===== config.mk =====
export PLATFORM = sky130hd
export DESIGN_NAME = calc1_resp_engine_flat
export DESIGN_NICKNAME = d
export VERILOG_FILES = /design/src/rtl/calc1_resp_engine_if.sv /design/src/rtl/calc1_resp_engine.sv /design/src/flat_wrapper.sv
export SDC_FILE = /design/constraint.sdc
export NUM_CORES = 1
export LEC_CHECK = 0
export BUFFER_PORTS_ARGS = -buffer_cell sky130_fd_sc_hd__buf_2
export CAP_MARGIN = 5
export CORE_MARGIN = 2
export CORE_UTILIZATION = 45
export CTS_BUF_LIST = sky130_fd_sc_hd__clkbuf_8
export DETAILED_ROUTE_END_ITERATION = 8
export GPL_TIMING_DRIVEN = 0
export PLACE_DENSITY = 0.65
export SYNTH_ARGS = -nofsm -noshare
export SYNTH_HDL_FRONTEND = slang
export SYNTH_SLANG_ARGS = --single-unit

===== constraint.sdc =====
create_clock -name c_clk -period 4.21 [get_ports c_clk]
set_input_delay 0.6315 -clock c_clk [delete_from_list [all_inputs] [get_ports c_clk]]
set_output_delay 0.6315 -clock c_clk [all_outputs]
set_load 0.03 [all_outputs]

===== src/rtl/calc1_resp_engine_if.sv =====
`default_nettype none
// ============================================================================
//  Module      : calc1_resp_engine_if
//  Description : Request/response bundle for one calc1 responder port.
//                Bit 0 is the MSB of every vector.
//                master : drives req_cmd_in / req_data_in, observes responses
//                slave  : the responder engine
//  Ports       : req_cmd_in [0:3]   command code
//                req_data_in [0:31] operand1 (command beat) / operand2 (next beat)
//                out_resp [0:1]     0 none, 1 success, 2 error
//                out_data [0:31]    result, non-zero only on a success beat
//                busy               transaction in flight
//                cmd_dropped        sticky: command arrived while busy
//  Revision    : 1.0  initial release
// ============================================================================
interface calc1_resp_engine_if;
    logic [0:3]  req_cmd_in;
    logic [0:31] req_data_in;
    logic [0:1]  out_resp;
    logic [0:31] out_data;
    logic        busy;
    logic        cmd_dropped;

    modport master (
        output req_cmd_in, req_data_in,
        input  out_resp, out_data, busy, cmd_dropped
    );

    modport slave (
        input  req_cmd_in, req_data_in,
        output out_resp, out_data, busy, cmd_dropped
    );
endinterface
`default_nettype wire


===== src/rtl/calc1_resp_engine.sv =====
`default_nettype none
// ============================================================================
//  Module      : calc1_resp_engine
//  Description : Single-port calc1 responder. Captures a two-beat command
//                (command + operand1, then operand2), executes add, subtract
//                or shift, and returns a one-cycle response LATENCY cycles
//                after the operand2 beat.
//  Ports       : c_clk  - clock, rising edge
//                reset  - synchronous active-high reset
//                bus    - calc1_resp_engine_if.slave (request/response bundle)
//  Parameters  : LATENCY - operand2 beat to response beat, 1..15
//  Revision    : 1.0  initial release
// ============================================================================
module calc1_resp_engine #(
    parameter int LATENCY = 3
) (
    input  logic                c_clk,
    input  logic                reset,
    calc1_resp_engine_if.slave  bus
);

    typedef enum logic [1:0] {
        ST_IDLE = 2'd0,
        ST_OP2  = 2'd1,
        ST_WAIT = 2'd2,
        ST_RESP = 2'd3
    } state_t;

    localparam logic [3:0] c_wait_load = 4'(LATENCY - 1);
    localparam logic [1:0] c_resp_ok   = 2'd1;
    localparam logic [1:0] c_resp_err  = 2'd2;

    state_t      state_q,    state_d;
    logic [3:0]  cnt_q,      cnt_d;
    logic [0:3]  cmd_q,      cmd_d;
    logic [0:31] op1_q,      op1_d;
    logic [0:1]  res_resp_q, res_resp_d;
    logic [0:31] res_data_q, res_data_d;
    logic [0:1]  out_resp_q, out_resp_d;
    logic [0:31] out_data_q, out_data_d;
    logic        busy_q,     busy_d;
    logic        dropped_q,  dropped_d;

    logic [32:0] w_sum;
    logic [4:0]  w_shamt;
    logic [0:1]  w_resp;
    logic [0:31] w_data;
    logic        w_cmd_valid;

    assign w_cmd_valid = (bus.req_cmd_in != 4'd0);

    // Result of the captured command against the operand2 currently on the bus.
    always_comb begin
        w_sum   = {1'b0, op1_q} + {1'b0, bus.req_data_in};
        w_shamt = bus.req_data_in[27:31];
        w_resp  = c_resp_err;
        w_data  = '0;
        case (cmd_q)
            4'd1: begin
                if (!w_sum[32]) begin
                    w_resp = c_resp_ok;
                    w_data = w_sum[31:0];
                end
            end
            4'd2: begin
                if (bus.req_data_in <= op1_q) begin
                    w_resp = c_resp_ok;
                    w_data = op1_q - bus.req_data_in;
                end
            end
            4'd5: begin
                w_resp = c_resp_ok;
                w_data = op1_q << w_shamt;
            end
            4'd6: begin
                w_resp = c_resp_ok;
                w_data = op1_q >> w_shamt;
            end
            default: begin
                w_resp = c_resp_err;
                w_data = '0;
            end
        endcase
    end

    always_comb begin
        state_d    = state_q;
        cnt_d      = cnt_q;
        cmd_d      = cmd_q;
        op1_d      = op1_q;
        res_resp_d = res_resp_q;
        res_data_d = res_data_q;
        out_resp_d = '0;
        out_data_d = '0;
        dropped_d  = dropped_q;
        case (state_q)
            ST_IDLE: begin
                if (w_cmd_valid) begin
                    cmd_d   = bus.req_cmd_in;
                    op1_d   = bus.req_data_in;
                    state_d = ST_OP2;
                end
            end
            ST_OP2: begin
                // The operand2 beat is consumed whatever req_cmd_in holds.
                res_resp_d = w_resp;
                res_data_d = w_data;
                cnt_d      = c_wait_load;
                state_d    = (LATENCY == 1) ? ST_RESP : ST_WAIT;
            end
            ST_WAIT: begin
                if (w_cmd_valid) dropped_d = 1'b1;
                cnt_d = cnt_q - 4'd1;
                if (cnt_q == 4'd1) state_d = ST_RESP;
            end
            ST_RESP: begin
                if (w_cmd_valid) dropped_d = 1'b1;
                // Outputs are registered, so the response beat is the cycle
                // after RESP, by which time the FSM already accepts commands.
                out_resp_d = res_resp_q;
                out_data_d = res_data_q;
                state_d    = ST_IDLE;
            end
            default: state_d = ST_IDLE;
        endcase
        busy_d = (state_d != ST_IDLE);
    end

    always_ff @(posedge c_clk) begin
        if (reset) begin
            state_q    <= ST_IDLE;
            cnt_q      <= '0;
            cmd_q      <= '0;
            op1_q      <= '0;
            res_resp_q <= '0;
            res_data_q <= '0;
            out_resp_q <= '0;
            out_data_q <= '0;
            busy_q     <= 1'b0;
            dropped_q  <= 1'b0;
        end else begin
            state_q    <= state_d;
            cnt_q      <= cnt_d;
            cmd_q      <= cmd_d;
            op1_q      <= op1_d;
            res_resp_q <= res_resp_d;
            res_data_q <= res_data_d;
            out_resp_q <= out_resp_d;
            out_data_q <= out_data_d;
            busy_q     <= busy_d;
            dropped_q  <= dropped_d;
        end
    end

    assign bus.out_resp    = out_resp_q;
    assign bus.out_data    = out_data_q;
    assign bus.busy        = busy_q;
    assign bus.cmd_dropped = dropped_q;

endmodule
`default_nettype wire


===== src/flat_wrapper.sv =====
// flat-port wrapper written by rule: the top's interface ports become plain ports
module calc1_resp_engine_flat 
#(
    parameter int LATENCY = 3
)
  (c_clk, reset, bus_req_cmd_in, bus_req_data_in, bus_out_resp, bus_out_data, bus_busy, bus_cmd_dropped);
  calc1_resp_engine_if bus_i ();
  input  logic c_clk;
  input  logic reset;
  input wire logic [$bits(bus_i.req_cmd_in)-1:0] bus_req_cmd_in;
  input wire logic [$bits(bus_i.req_data_in)-1:0] bus_req_data_in;
  output wire logic [$bits(bus_i.out_resp)-1:0] bus_out_resp;
  output wire logic [$bits(bus_i.out_data)-1:0] bus_out_data;
  output wire logic [$bits(bus_i.busy)-1:0] bus_busy;
  output wire logic [$bits(bus_i.cmd_dropped)-1:0] bus_cmd_dropped;
  assign bus_i.req_cmd_in = bus_req_cmd_in;
  assign bus_i.req_data_in = bus_req_data_in;
  assign bus_out_resp = bus_i.out_resp;
  assign bus_out_data = bus_i.out_data;
  assign bus_busy = bus_i.busy;
  assign bus_cmd_dropped = bus_i.cmd_dropped;
  calc1_resp_engine #(.LATENCY(LATENCY)) u_core (.c_clk(c_clk), .reset(reset), .bus(bus_i));
endmodule

==> results_dict.tcl <==
set metrics [dict create \
    die_w_um 158 \
    async_flop_share 0 \
    p_leak_nw 4.90 \
    drive_above_1_share 0.117 \
    end_kind "flip-flop" \
    worst-path-buf-inv 3 \
    cts_tree "built" \
    maxCapViolCount 0 \
    area_growth_pct 10.9 \
    yosysTopAreaCell "dfxtp_1" \
    fin_nets 1644 \
    ys_warn_count 0 \
    grt_antenna_before_repair 1 \
    max_clock_freq_mhz 240 \
    worst_hold_slack_ns 0.436 \
    pin_count 74 \
    post_synth_num_cell_types 83 \
    cts_root_buf "clkbuf_8" \
    synth_area_leaders "dfxtp_1 21%, ha_1 8.4%, mux2i_1 7.9%" \
    dr_total_vias 11900 \
    start_util 0.456 \
    fin_crit_sh 0.990 \
    drc 0 \
    multi_input_area_um2 7770 \
    dp.cells 1842 \
    coreArea_um2 23300 \
    max-clock-path-buffers 2 \
    setup_viol 0 \
    dpl.hpwl_um 37400 \
    worstPathRequired_ns 4.56 \
    insertion_delay_ns 0.42 \
    grt_pass1_vias 10600 \
    cpMostUsedCell "buf_4" \
    utilization 0.505 \
    grt_max_degree 26 \
    peakVddDrop_uv 230 \
    path_max_fanout 10 \
    hold_path_class "primary input to flip-flop" \
    rsz0062_at_grt "no" \
    crit_chain "ha_1, clkbuf_1, nand4_1, nor2_1, o2111ai_1, a21oi_2, o221ai_4, nor3_2, buf_4, buf_4, nand2_1, a311oi_2, o221a_1" \
    overflow 0 \
    grt_pass1_wl_um 67400 \
    synth.most_common_cell "nor2_1" \
    status "finished clean" \
    holdBufCountCts 0 \
    clock_sinks 112 \
    cpMaxStageDelayCell "a311oi_2" \
    cp_slowest_stage_delay_ns 0.48 \
    cp_top_family "compound AO/OA/AOI/OAI gates" \
    wl_um 46000 \
    pwr_density_cell_nw_per_um2 455 \
    syn-cell-area_um2 10600 \
    cts_buffers 9 \
    syn_area_per_cell_um2 7.33 \
    final_cell_count_no_fill 1858 \
    place_area_um2 11400 \
    ys_ff_latch 112 \
    hold_viol 0 \
    yosysSeqAreaShare 0.211 \
    tightest_slew_ns 0.985 \
    design_area_um2 11800 \
    design_power_total_mw 5.37 \
    gr-usage-all-layers 0.367 \
    synth_ff_type "dfxtp_1" \
    wl_per_cell_um 24.8 \
    rows 56 \
    htreeDepth 3 \
    gp_congestion 1.06 \
    syn_inst 1450 \
    dieArea_um2 24900 \
    synth_edf_count 0 \
    fin_skew_ns 0.0186 \
    cts.clk_slew.worst_paths_ns 0.13 \
    fin_crit_ns 4.17 \
    slew_viol_final 0 \
    cp.arrival_ns 4.52 \
    cp-start-kind "flip-flop" \
    numPortBuffers 73 \
    syn_nets 1561 \
    register_area_um2 2240 \
    drtAntennaViolNets 0 \
    via_per_inst 6.38 \
    synth_top_area_frac 0.211 \
    slew_headroom 0.335 \
    drt_iter0_markers 1459 \
    synth_top_cells_by_count "165 x nor2_1, 150 x nand2_1, 133 x a21oi_1, 112 x dfxtp_1, 109 x o21ai_0" \
    dieHeight_um 158 \
    crit_type "flip-flop to flip-flop" \
    nFillCells 2396 \
    dr.pass1.iters 6 \
]
-- cell families (layout without fill, tap and decap cells) --
kind of cell,count (synthesis),in the layout,share of synthesized area
multiplexers,101,101,0.111
AND/OR/NAND/NOR,500,500,0.216
AO/OA/AOI/OAI,470,470,0.297
adder cells (fa/ha/maj),73,73,0.0873
other,0,1,0
flip-flops,112,112,0.211
XOR/XNOR,11,11,0.00906
buffers and inverters,183,271,0.0688
-- per-stage QoR --
stage | setup slack, ns | TNS [ns]
floorplan | 0.0476 | 0
global placement | -1.97 | -54.31
detailed placement | -1.95 | -53.44
CTS | 0.0121 | 0
global route | 0.0368 | 0
finish | 0.0438 | 0
-- area by class of cell --
cell class	instances	share of cell area
Clock buffer	9	0.0105
Timing Repair Buffer	78	0.0344
Multi-Input combinational cell	1155	0.659
Buffer	100	0.0378
Tap cell	319	0.0338
Antenna cell	1	0.000212
Inverter	77	0.0258
Clock inverter	7	0.00849
Sequential cell	112	0.190
-- worst reg2reg max path: stages (launching register included) --
cell and delay, ns:
dfxtp_1 0.45, ha_1 0.33, clkbuf_1 0.33, nand4_1 0.31, nor2_1 0.31, o2111ai_1 0.18, a21oi_2 0.36, o221ai_4 0.23
nor3_2 0.25, buf_4 0.26, buf_4 0.27, nand2_1 0.09, a311oi_2 0.48, o221a_1 0.25
-- power breakdown --
| group | switching (mW) | internal (mW) | total, mW |
|---|---|---|---|
| clock network | 0.474 | 0.303 | 0.777 |
| registers | 0.216 | 1.26 | 1.48 |
| logic | 2.09 | 1.03 | 3.12 |
| total | 2.78 | 2.59 | 5.37 |
-- cell usage in the layout, fill, tap and decap left out, types with 6 or more instances in the layout --
cell type / netlist / routed
nor2_1: 165 / 165
nand2_1: 150 / 150
a21oi_1: 133 / 130
dfxtp_1: 112 / 112
o21ai_0: 109 / 104
buf_2: 15 / 84
mux2i_1: 84 / 82
inv_1: 74 / 72
ha_1: 71 / 71
clkbuf_1: 70 / 64
nor3_1: 39 / 38
and2_1: 36 / 36
nand2b_1: 31 / 31
o22ai_1: 22 / 22
o221ai_1: 21 / 20
nand3_1: 17 / 17
nor2b_1: 15 / 15
o211ai_1: 15 / 15
a221o_1: 15 / 15
o21bai_1: 15 / 14
mux4_2: 13 / 13
a221oi_1: 15 / 13
or3_1: 12 / 12
nand4_1: 12 / 12
a211oi_1: 13 / 12
buf_1: 16 / 11
o31ai_1: 11 / 11
buf_4: 3 / 11
o21ai_1: 6 / 11
clkbuf_8: 0 / 10
o21a_1: 10 / 10
a311oi_1: 11 / 9
a31oi_1: 8 / 8
a21o_1: 8 / 8
xnor2_1: 8 / 8
nor4_1: 7 / 7
a221oi_2: 5 / 7
a22oi_1: 6 / 6
-- per-layer routing --
layer / GRT usage / vias up / routed length, um
li1: - / 5425 / -
met1: 0.498 / 5622 / 19500
met2: 0.580 / 687 / 20400
met3: 0.0668 / 118 / 4130
met4: 0.136 / 0 / 1940
met5: 0 / - / 0
-- sequential cells by signal (all words and copies together), names as in the netlist --
name and cells:
u_core.cnt_q 4, u_core.cmd_q 4, u_core.res_resp_q 2, u_core.op1_q 32, u_core.state_q 2, u_core.bus.out_resp 2
u_core.bus.busy 1, u_core.res_data_q 32, u_core.bus.cmd_dropped 1, u_core.bus.out_data 32
-- final timing paths --
| path | start | end | slack, ns | depth (start not counted) |
|---|---|---|---|---|
| min reg2reg | u_core.res_resp_q[0] | u_core.bus.out_resp[0] | 0.46 | 1 |
| max | u_core.op1_q[7] | u_core.res_data_q[4] | 0.04 | 13 |
| min | reset | u_core.state_q[1] | 0.44 | 2 |
| max reg2reg | u_core.op1_q[7] | u_core.res_data_q[4] | 0.04 | 13 |
-- timing repair --
action | in CTS | in global routing
pin swaps | 3 | 1
resized for setup | 31 | 8
buffers inserted | 1 | 4
setup endpoints to repair | 34 | 30
Power figures use the tool's default switching activity.
